`src/rtl/led_pattern_gen.sv`:
```
// Board LED driver: OFF / BLINK / CHASE / BREATHE patterns stepped from a tick prescaler.
// led and step_pulse are registered; a step event is reflected on the following edge.
module led_pattern_gen #(
    parameter int N_LED    = 4,
    parameter int CLK_HZ   = 125000000,
    parameter int TICK_HZ  = 1000,
    parameter int PWM_BITS = 8
) (
    input  logic             sysclk,
    input  logic             rst,
    input  logic [1:0]       mode,
    input  logic [15:0]      step_ms,
    output logic [N_LED-1:0] led,
    output logic             step_pulse
);

    localparam int DIV = CLK_HZ / TICK_HZ;
    localparam int PW  = $clog2(DIV);
    localparam logic [PW-1:0]       PRESC_LAST = PW'(DIV - 1);
    localparam logic [PWM_BITS-1:0] DUTY_MAX   = '1;

    typedef enum logic [1:0] {
        MODE_OFF     = 2'd0,
        MODE_BLINK   = 2'd1,
        MODE_CHASE   = 2'd2,
        MODE_BREATHE = 2'd3
    } mode_t;

    mode_t               mode_q;
    logic [PW-1:0]       presc;
    logic [15:0]         step_cnt;
    logic                phase;
    logic [N_LED-1:0]    chase;
    logic [PWM_BITS-1:0] duty;
    logic                dir_down;
    logic [PWM_BITS-1:0] pwm_cnt;

    logic                tick;
    logic [15:0]         step_max;
    logic                step_ev;
    logic                mode_chg;
    logic                phase_n;
    logic [N_LED-1:0]    chase_n;
    logic [PWM_BITS-1:0] duty_n;
    logic                dir_n;
    logic [PWM_BITS-1:0] pwm_n;
    logic [N_LED-1:0]    led_n;

    assign tick     = (presc == PRESC_LAST);
    // step_ms of zero behaves as one
    assign step_max = (step_ms == 16'd0) ? 16'd0 : step_ms - 16'd1;
    assign step_ev  = tick && (step_cnt >= step_max);
    assign mode_chg = (mode != mode_q);

    always_comb begin
        phase_n = phase;
        chase_n = chase;
        duty_n  = duty;
        dir_n   = dir_down;
        pwm_n   = pwm_cnt + PWM_BITS'(1);
        if (step_ev) begin
            case (mode_q)
                MODE_BLINK: phase_n = ~phase;
                MODE_CHASE: chase_n = {chase[N_LED-2:0], chase[N_LED-1]};
                MODE_BREATHE: begin
                    // turn around at the endpoints so neither value repeats
                    if (!dir_down) begin
                        duty_n = duty + PWM_BITS'(1);
                        if (duty_n == DUTY_MAX) dir_n = 1'b1;
                    end else begin
                        duty_n = duty - PWM_BITS'(1);
                        if (duty_n == '0) dir_n = 1'b0;
                    end
                end
                default: ;
            endcase
        end
    end

    always_comb begin
        led_n = '0;
        case (mode_q)
            MODE_BLINK:   led_n = {N_LED{phase_n}};
            MODE_CHASE:   led_n = chase_n;
            MODE_BREATHE: led_n = {N_LED{pwm_n < duty_n}};
            default:      led_n = '0;
        endcase
    end

    always_ff @(posedge sysclk) begin
        if (rst || mode_chg) begin
            // a mode change restarts everything exactly like a reset
            mode_q     <= mode_t'(mode);
            presc      <= '0;
            step_cnt   <= '0;
            phase      <= 1'b0;
            chase      <= N_LED'(1);
            duty       <= '0;
            dir_down   <= 1'b0;
            pwm_cnt    <= '0;
            led        <= '0;
            step_pulse <= 1'b0;
        end else begin
            presc <= tick ? '0 : presc + PW'(1);
            if (tick) step_cnt <= step_ev ? 16'd0 : step_cnt + 16'd1;
            phase      <= phase_n;
            chase      <= chase_n;
            duty       <= duty_n;
            dir_down   <= dir_n;
            pwm_cnt    <= pwm_n;
            led        <= led_n;
            step_pulse <= step_ev;
        end
    end

endmodule

```
`config.mk`:
```
export PLATFORM = sky130hd
export DESIGN_NAME = led_pattern_gen
export DESIGN_NICKNAME = d
export VERILOG_FILES = /design/src/rtl/led_pattern_gen.sv
export SDC_FILE = /design/constraint.sdc
export NUM_CORES = 1
export LEC_CHECK = 0
export BUFFER_PORTS_ARGS = -buffer_cell sky130_fd_sc_hd__buf_4
export CAP_MARGIN = 20
export CORE_MARGIN = 5
export CORE_UTILIZATION = 40
export DETAILED_ROUTE_END_ITERATION = 16
export PLACE_DENSITY_LB_ADDON = 0.3
export SETUP_SLACK_MARGIN = 0.2
export SYNTH_ARGS = -nofsm -noshare
export SYNTH_HDL_FRONTEND = slang
export SYNTH_SLANG_ARGS = --single-unit
```
`constraint.sdc`:
```
create_clock -name sysclk -period 4.2 [get_ports sysclk]
set_input_delay 0.21 -clock sysclk [delete_from_list [all_inputs] [get_ports sysclk]]
set_output_delay 0.21 -clock sysclk [all_outputs]
set_load 0.02 [all_outputs]
```
==> results of run 1 <==
[critical path: cells and delay by family]
kind                       cells  cell delay, ns
adders and majority gates      2            0.57
buffers and inverters          2            0.24
xor gates and xnor gates       2            0.41
and+or+nand+nor                6            1.43
AOI/OAI and AO/OA              8            1.66
[cell families after synthesis]
kind of cell / synth area share, %
AND/OR/NAND/NOR: 29.37
flip-flops: 32.57
buffers and inverters: 2.714
XOR/XNOR: 13.57
AO/OA/AOI/OAI: 9.112
adder cells (fa/ha/maj): 10.34
multiplexers: 2.326
[placed cells by master (no fill, tap or decap), drive strengths merged, types with 8 or more instances in the layout]
cell and count:
a21oi 13, and2 8, and3 14, buf 55, clkbuf 15, dfxtp 60, ha 32, inv 11
mux2i 9, nand2 41, nand3 23, nand4 12, nor2 64, nor2b 12, nor3 10, o211ai 9
o21ai 10, xnor2 17, xor2 43
[state kept, by name, indices dropped and copies added (netlist names)]
| name | cells |
|---|---|
| pwm_cnt | 8 |
| led | 4 |
| presc | 17 |
| duty | 8 |
| step_cnt | 16 |
| chase | 4 |
| dir_down | 1 |
| phase | 1 |
| mode_q | 2 |
| step_pulse | 1 |
[per-layer routing]
layer | vias to the layer above | track usage, % | share of wire [%]
met5 | - | 0 | 0
met3 | 13 | 4.119 | 4.7
li1 | 1700 | - | -
met1 | 1540 | 19.29 | 48
met4 | 0 | 5.861 | 1.9
met2 | 60 | 24.29 | 45
[path summary, 6_finish.rpt]
path / slack [ns] / from / endpoint / depth (start not counted)
hold reg to reg: 0.46 / presc[0]$_SDFF_PP0_ / presc[0]$_SDFF_PP0_ / 1
setup / recovery: -0.10 / step_ms[9] / led[2]$_SDFF_PP0_ / 20
hold / removal: 0.05 / mode[1] / mode_q[1]$_DFFE_PP_ / 1
setup reg to reg: 0.92 / presc[0]$_SDFF_PP0_ / led[2]$_SDFF_PP0_ / 12
[stage by stage]
step | setup slack [ns] | setup TNS [ns] | hold slack, ns | std cells
2_1_floorplan | -0.09534 | -0.3670 | 0.3089 | 456
3_3_place_gp | -0.3644 | -1.451 | 0.4062 | 622
3_5_place_dp | -0.4322 | -1.695 | 0.4055 | 622
4_1_cts | -0.02330 | -0.04123 | 0.02614 | 639
5_1_grt | -0.3278 | -1.232 | 0.03570 | 645
6_report | -0.1020 | -0.3601 | 0.05139 | 645
[where the power goes]
| part | leakage (nW) | total [mW] | internal (mW) | switching (mW) |
|---|---|---|---|---|
| registers | 0.504 | 0.602 | 0.596 | 0.00638 |
| clock network | 0.0958 | 0.502 | 0.276 | 0.226 |
| logic | 1.26 | 0.102 | 0.0488 | 0.0534 |
| total | 1.86 | 1.21 | 0.921 | 0.286 |
[timing repair]
action | in CTS | in global routing
setup endpoints to repair | 4 | 4
hold endpoints to repair | 0 | 0
gates resized for setup | 4 | 12
hold buffers | 0 | 0
pin swaps | 8 | 5
buffers inserted | 2 | 5
gates cloned | 0 | 1
[layout make-up]
type	count	area (um2)	area share, %
repair buffers	55	434.2	9.197
clock buffers	15	186.4	3.949
well taps	133	166.4	3.525
multi-input cells	369	2631	55.74
flip-flops and latches	62	1261	26.72
inverters	11	41.29	0.8746
==> reports/metrics.cfg, run 1 <==
[worst_setup_path]
path_common_cell = xor2_1
required_ns = 4.42
critPathLaunchType = input port
crit_type = in2reg
end_kind = flip-flop
crit_fanout = 8
path_cells = buf_6 -> or4_4 -> or3_4 -> buf_4 -> nor3_2 -> xor2_1 -> nand2_2 -> ha_4 -> nand4_1 -> a211o_1 -> o32ai_4 -> o211ai_1 -> xor2_1 -> ha_1 -> o21a_1 -> o21ai_1 -> a21oi_1 -> o22ai_1 -> o31ai_2 -> nand3_1
cp.arrival_ns = 4.53
slowest_delay_ns = 0.53
slowest_stage = or4_4

[synthesis]
netlist_top_cells_count = 64 x nor2_1, 60 x dfxtp_1, 43 x xor2_1
synth_edf_count = 2
yosysWarningCount = 0
synthDistinctLibCells = 55
synth_nets = 508
ys_async_sr_fraction_pct = 0
ys_seq_area_share_pct = 32.57
ys_ff_latch = 62
synth_area_leaders = dfxtp_1 31%, ha_1 10%, xor2_1 9.7%
synthCells = 456
syn_area_per_cell_um2 = 8.492
synth_top_cell_area_share_pct = 31.02
synthFlopType = dfxtp_1
yosysTopAreaCell = dfxtp_1
synthesis.area_um2 = 3872
synthMostInstantiatedCell = nor2_1

[sta]
finalCritPeriodShare_pct = 102.4
rsz0062_at_grt = true
fin_ws_ns = -0.1020
max_slew_margin_pct = 57.50
worst_pin_slew_ns = 0.6374
period_minus_slack_ns = 4.302
setup_violations = 4
finalMaxSlewViolations = 0
finalHoldViolCount = 0
fmax_mhz = 232.4
clock_skew_ns = 0.007724

[placement]
dp_hpwl_um = 6248
portBuffers = 24
placed_cell_area_um2 = 4382
gp_congestion = 0.8599

[drt]
wl_per_cell_um = 12.99
detail_route.iter0.violations = 99
num_vias = 3313
first_pass_iters = 4
vias_per_cell = 5.136
drt-total-wl_um = 8378
ant_nets = 0
remaining_drc_errors = 0

[layout]
drive_gt1_share_pct = 18.75
area_growth_pct = 21.91
fillers = 899
final_nets = 560
finalCoreUtilization_pct = 49.20
fin_area_um2 = 4721
antenna_cells = 0

[power]
ir_drop_mv = 0.1464
power.density_nw_per_um2 = 255.6
power_leakage_nw = 1.857
total_power_mw = 1.207

[floorplanning]
initial_core_util_pct = 40.36
core_region_area_um2 = 9594
die_y_um = 108.4
fp.dieW_um = 108.4
rows = 36
die_area_um2 = 11750
io_pins = 25

[clocking]
insertion_delay_ns = 0.35
clk_pin_slew_ns = 0.07
h-tree-depth = 3
cts_tree = built
clock_sinks = 62
root_buffer = clkbuf_8
cts_buffer_depth = 2
cts_buffers = 9

[min_path]
hold_path.class = in2reg

[global_route]
grt_first_pass_wirelength_um = 14270
grt_max_degree = 18
overflow = 0
grt.total_usage_pct = 15.12
grt_pass1_vias = 3230
antenna_found_initial = 0

[status]
status = finished, violations left
violations = setup timing

[job]
max-cap-violations = 0

(Power assumes the default switching activity.)
==> run 2: changes to the inputs <==
--- a/config.mk
+++ b/config.mk
@@ -11,7 +11,6 @@
 export CORE_UTILIZATION = 40
 export DETAILED_ROUTE_END_ITERATION = 16
 export PLACE_DENSITY_LB_ADDON = 0.3
-export SETUP_SLACK_MARGIN = 0.2
 export SYNTH_ARGS = -nofsm -noshare
 export SYNTH_HDL_FRONTEND = slang
 export SYNTH_SLANG_ARGS = --single-unit
==> run 2 against run 1 <==
The flow now finishes without violations. Final area up 0.64%. Register-to-register slack barely moved. Non-clock buffer count down 1. Die area is the same. Setup slack gained 0.12 ns. Flip-flop and latch count stayed put. Maximum frequency grew 2.8%. Via count grew 0.15%. Sequential power hardly changed. Routed wire length up 0.21%. Utilization up 0.31 points. Critical path type unchanged.
==> reports/metrics.cfg, run 2 (synthesized netlist as in run 1, its figures left out) <==
[power]
p_int_uw = 921.4
pwr-share-seq_pct = 49.9
switching_share_pct = 23.70
pwr-share-clk_pct = 41.6
p_sw_uw = 286.3
power_leakage_nw = 1.856
total_power_mw = 1.208
ir_drop_mv = 0.1464
power_frac_comb_pct = 8.6
power.density_nw_per_um2 = 254.2

[floorplanning]
fp.dieW_um = 108.4
core_region_area_um2 = 9594
rows = 36
die_y_um = 108.4
io_pins = 25
initial_core_util_pct = 40.36
die_area_um2 = 11750

[worst_setup_path]
path_buf_inv = 1
r2r_slack_ns = 0.93
crit_type = in2reg
slowest_delay_ns = 0.53
path_delay_family = compound AO/OA/AOI/OAI gates
required_ns = 4.42
end_kind = flip-flop
crit_fanout = 8
cp.arrival_ns = 4.41
path_cells = buf_6 -> or4_4 -> or3_4 -> nor4_1 -> xor2_1 -> nand2_2 -> ha_4 -> nand4_1 -> a211o_1 -> o32ai_4 -> o211ai_1 -> xor2_1 -> ha_1 -> o21ai_1 -> a21oi_1 -> o22ai_1 -> o31ai_2 -> nand3_1
path_common_cell = xor2_1
slowest_stage = or4_4
critPathLaunchType = input port

[sta]
max_slew_margin_pct = 57.78
finalHoldViolCount = 0
timing.hold.ws_ns = 0.05147
finalCritPeriodShare_pct = 99.67
period_minus_slack_ns = 4.186
rsz0062_at_grt = true
worst_pin_slew_ns = 0.6333
finalMaxSlewViolations = 0
fmax_mhz = 238.9
clock_skew_ns = 0.008399
setup_violations = 0

[placement]
placed_cell_area_um2 = 4382
gp_congestion = 0.8599
dp_hpwl_um = 6248
portBuffers = 24

[layout]
finalCoreUtilization_pct = 49.52
final_nets = 559
fin_area_um2 = 4751
antenna_cells = 0
largest_reg_flops = 17
area_growth_pct = 22.68
layout_common_cells = 63 x nor2_1, 60 x dfxtp_1, 49 x buf_4, 43 x xor2_1, 39 x nand2_1
drive_gt1_share_pct = 19.37
reg.largest.list = presc (17), step_cnt (16)
top_register = presc
final_common_cell = nor2_1

[clocking]
cts_buffer_depth = 2
cts_tree = built
ctsHoldBuffers = 0
insertion_delay_ns = 0.35
cts_buffers = 9
h-tree-depth = 3
clk_pin_slew_ns = 0.07
root_buffer = clkbuf_8
clock_sinks = 62

[drt]
remaining_drc_errors = 0
drt-total-wl_um = 8396
detail_route.iter0.violations = 85
wl_per_cell_um = 13.04
vias_per_cell = 5.152
first_pass_iters = 4
ant_nets = 0
num_vias = 3318

[global_route]
grt_pass1_vias = 3227
antenna_found_initial = 0
grt.total_usage_pct = 15.12
grt_first_pass_wirelength_um = 14260
grt_max_degree = 18
overflow = 0

[status]
status = completed

[min_path]
hold_path.class = in2reg

[job]
max-cap-violations = 0

run 2: changes by cell type in the layout (fill, tap and decap cells not counted), sizes merged:
cell	change
buf	-1
run 2: timing repair:
item,CTS,global route
pin swaps,2,6
hold endpoints to repair,0,0
setup buffers,2,4
endpoints found under the setup margin,4,4
resized for setup,4,18
gates cloned,0,1
run 2: layout make-up:
type / count / area (um2)
Multi-Input combinational cell: 369 / 2669
Sequential cell: 62 / 1261
Timing Repair Buffer: 54 / 426.7
Inverter: 11 / 41.29
Tap cell: 133 / 166.4
Fill cell: 890 / 4843
Clock buffer: 15 / 186.4
run 2: power groups by stage:
stage / registers, mW / clock network (mW) / logic [mW]
2_1_floorplan: 0.614 / 0 / 0.0547
3_3_place_gp: 0.615 / 0 / 0.0952
3_5_place_dp: 0.615 / 0 / 0.0968
4_1_cts: 0.602 / 0.519 / 0.0982
5_1_grt: 0.602 / 0.548 / 0.116
6_report: 0.602 / 0.502 / 0.103
run 2: metal layers:
metal / up-vias / global-route usage, % / wire length, um
li1: 1697 / - / -
met3: 12 / 4.119 / 417
met5: - / 0 / 0
met2: 70 / 24.29 / 3815
met1: 1539 / 19.29 / 4014
met4: 0 / 5.861 / 148
run 2: path summary, 6_finish.rpt:
kind,startpoint,endpoint,cells past startpoint
worst max-delay path,step_ms[9],led[2]$_SDFF_PP0_,18
worst min-delay path,mode[1],mode_q[1]$_DFFE_PP_,1
worst max register to register,presc[0]$_SDFF_PP0_,led[2]$_SDFF_PP0_,13
worst min register to register,presc[0]$_SDFF_PP0_,presc[0]$_SDFF_PP0_,1
run 2: per-stage QoR:
step	std cells	setup WS [ns]	TNS, ns
5_1_grt	644	-0.2837	-1.067
4_1_cts	639	-0.009808	-0.01624
6_report	644	0.01366	0
3_5_place_dp	622	-0.4322	-1.695
3_3_place_gp	622	-0.3644	-1.451
2_1_floorplan	456	-0.09534	-0.3670
==> run 3: changes to the inputs <==
--- a/config.mk
+++ b/config.mk
@@ -7,6 +7,7 @@
 export LEC_CHECK = 0
 export BUFFER_PORTS_ARGS = -buffer_cell sky130_fd_sc_hd__buf_4
 export CAP_MARGIN = 20
+export CORE_ASPECT_RATIO = 0.6
 export CORE_MARGIN = 5
 export CORE_UTILIZATION = 40
 export DETAILED_ROUTE_END_ITERATION = 16
==> run 3 against run 2 <==
The flow now finishes with violations (setup timing). Maximum frequency decreased by 5.1%. Power increased by 26%. Routed wire length increased by 12%. Global-route usage increased by 1.7 points. Register-to-register slack got worse by 0.11 ns. Flip-flop and latch count unchanged. Critical path type unchanged. Critical endpoint is now led[1]$_SDFF_PP0_. Largest power group is now clock. Highest routed layer unchanged.
==> reports/metrics.cfg, run 3 (synthesized netlist as in run 1, its figures left out) <==
[clocking]
root_buffer = clkbuf_16
cts_buffers = 9
cts_tree = built
h-tree-depth = 3
clock_sinks = 62
ctsHoldBuffers = 0
clk_pin_slew_ns = 0.06
cts_buffer_depth = 2
insertion_delay_ns = 0.33

[layout]
antenna_cells = 0
final_nets = 567
largest_reg_flops = 17
final_common_cell = nor2_1
top_register = presc
reg.largest.list = presc (17), step_cnt (16)
layout_common_cells = 63 x nor2_1, 60 x dfxtp_1, 56 x buf_4, 43 x xor2_1, 38 x nand2_1
drive_gt1_share_pct = 20.96
area_growth_pct = 27.85

[global_route]
grt_pass1_vias = 3262
grt_first_pass_wirelength_um = 15820
antenna_found_initial = 0
grt_max_degree = 32
overflow = 0
grt.total_usage_pct = 16.80

[power]
power.density_nw_per_um2 = 307.0
ir_drop_mv = 0.2123
power_leakage_nw = 1.954

[floorplanning]
rows = 27
initial_core_util_pct = 41.53
die_area_um2 = 11810
die_y_um = 86.22
fp.dieW_um = 137.0
core_region_area_um2 = 9324
io_pins = 25

[drt]
ant_nets = 0
remaining_drc_errors = 0
detail_route.iter0.violations = 197
vias_per_cell = 5.262
first_pass_iters = 4
drt-total-wl_um = 9423
num_vias = 3420
wl_per_cell_um = 14.50

[sta]
timing.hold.ws_ns = 0.07061
setup_violations = 4
finalMaxSlewViolations = 0
fin_ws_ns = -0.2121
worst_pin_slew_ns = 1.093
fmax_mhz = 226.6
max_slew_margin_pct = 27.15
period_minus_slack_ns = 4.412
fin_setup_tns_ns = -0.8025
clock_skew_ns = 0.008090
finalCritPeriodShare_pct = 105.1
finalHoldViolCount = 0
rsz0062_at_grt = true

[worst_setup_path]
crit_fanout = 8
slowest_stage = or4_4
ff2ff_path_depth = 13
critPathLaunchType = input port
cp-startpoint = step_ms[9]
path_cells = buf_6 -> or4_4 -> or3_4 -> buf_6 -> nor3_2 -> xor2_1 -> nand2_4 -> ha_4 -> nand4_1 -> a211o_1 -> o32ai_4 -> o211ai_1 -> xor2_1 -> ha_2 -> nand2_1 -> o211ai_1 -> nor2_1 -> and3_4 -> mux2i_4 -> nand3_1
required_ns = 4.41
cp.arrival_ns = 4.62
r2r-start = presc[0]$_SDFF_PP0_
end_kind = flip-flop
r2r-end = led[1]$_SDFF_PP0_
slowest_delay_ns = 0.52
r2r_slack_ns = 0.82
crit_type = in2reg

[min_path]
hold-path-endpoint = mode_q[1]$_DFFE_PP_
hold_path.class = in2reg
worstHoldPathCells = 1
min-delay-start = mode[1]

[placement]
gp_congestion = 0.8246
dp_hpwl_um = 6928
portBuffers = 24

[status]
status = finished, violations left
violations = setup timing

[job]
max-cap-violations = 0

==> run 3: changes by cell type in the layout (fill, tap and decap cells not counted), moves of 2 or more <==
cell	previous run	this run
buf_4	49	56
clkinv_4	0	2
o21ai_1	3	0
clkbuf_1	2	0
buf_6	3	5
bufinv_16	0	2
o21ai_0	6	8
clkbuf_8	13	1
clkbuf_16	0	9
==> run 3: what timing repair did <==
item                                   CTS  global route
gates resized for setup                 18             5
buffers inserted                        13             2
setup endpoints to repair                4             5
pin swaps                                8             4
endpoints found under the hold margin    0             0
gates cloned                             1             0
==> run 3: how the worst max path moves through the flow <==
stage,end,slack [ns],depth (start not counted)
2_1_floorplan,led[1]$_SDFF_PP0_,-0.1,20
3_3_place_gp,led[3]$_SDFF_PP0_,-0.40,20
3_5_place_dp,led[1]$_SDFF_PP0_,-0.54,20
4_1_cts,led[1]$_SDFF_PP0_,-0.14,21
5_1_grt,led[1]$_SDFF_PP0_,-0.47,20
6_report,led[1]$_SDFF_PP0_,-0.21,20
==> run 3: where the power goes <==
group	switching (mW)	internal (mW)	leakage, nW
combinational	0.0558	0.0487	1.29
sequential	0.00612	0.596	0.504
clock	0.274	0.539	0.159
==> run 3: final cells by class <==
class	instances	area, um2
tap	130	162.7
timing repair buffer	62	481.7
inverter	11	41.29
sequential	62	1261
multi-input combinational	369	2671
clock buffer	10	239.0
clock inverter	6	93.84
fill	838	4373
==> run 3: routing by layer <==
| layer | GRT usage [%] | wire length (um) |
|---|---|---|
| met3 | 4.350 | 564 |
| met1 | 24.22 | 4848 |
| met4 | 5.254 | 143 |
| met2 | 24.46 | 3867 |
| met5 | 0 | 0 |
==> run 3: per-stage QoR <==
step                      cells  util (%)  worst slack, ns  power, mW  instance area, um2
final                       650     53.10          -0.2121      1.520                4951
after global routing        650     53.10          -0.4730      1.579                4951
after CTS                   650     52.82          -0.1400      1.532                4925
after detailed placement    620     47.03          -0.5438     0.7107                4385
after global placement      620     47.03          -0.4040     0.7074                4385
after floorplan             456         -         -0.09534     0.6682                3939
==> run 3: critical path, delay by kind of cell <==
kind	cells	cell delay, ns
muxes	1	0.19
buffers and inverters	2	0.23
xor gates and xnor gates	2	0.48
and+or+nand+nor	9	1.72
AOI/OAI and AO/OA	4	1.13
adders and majority gates	2	0.63
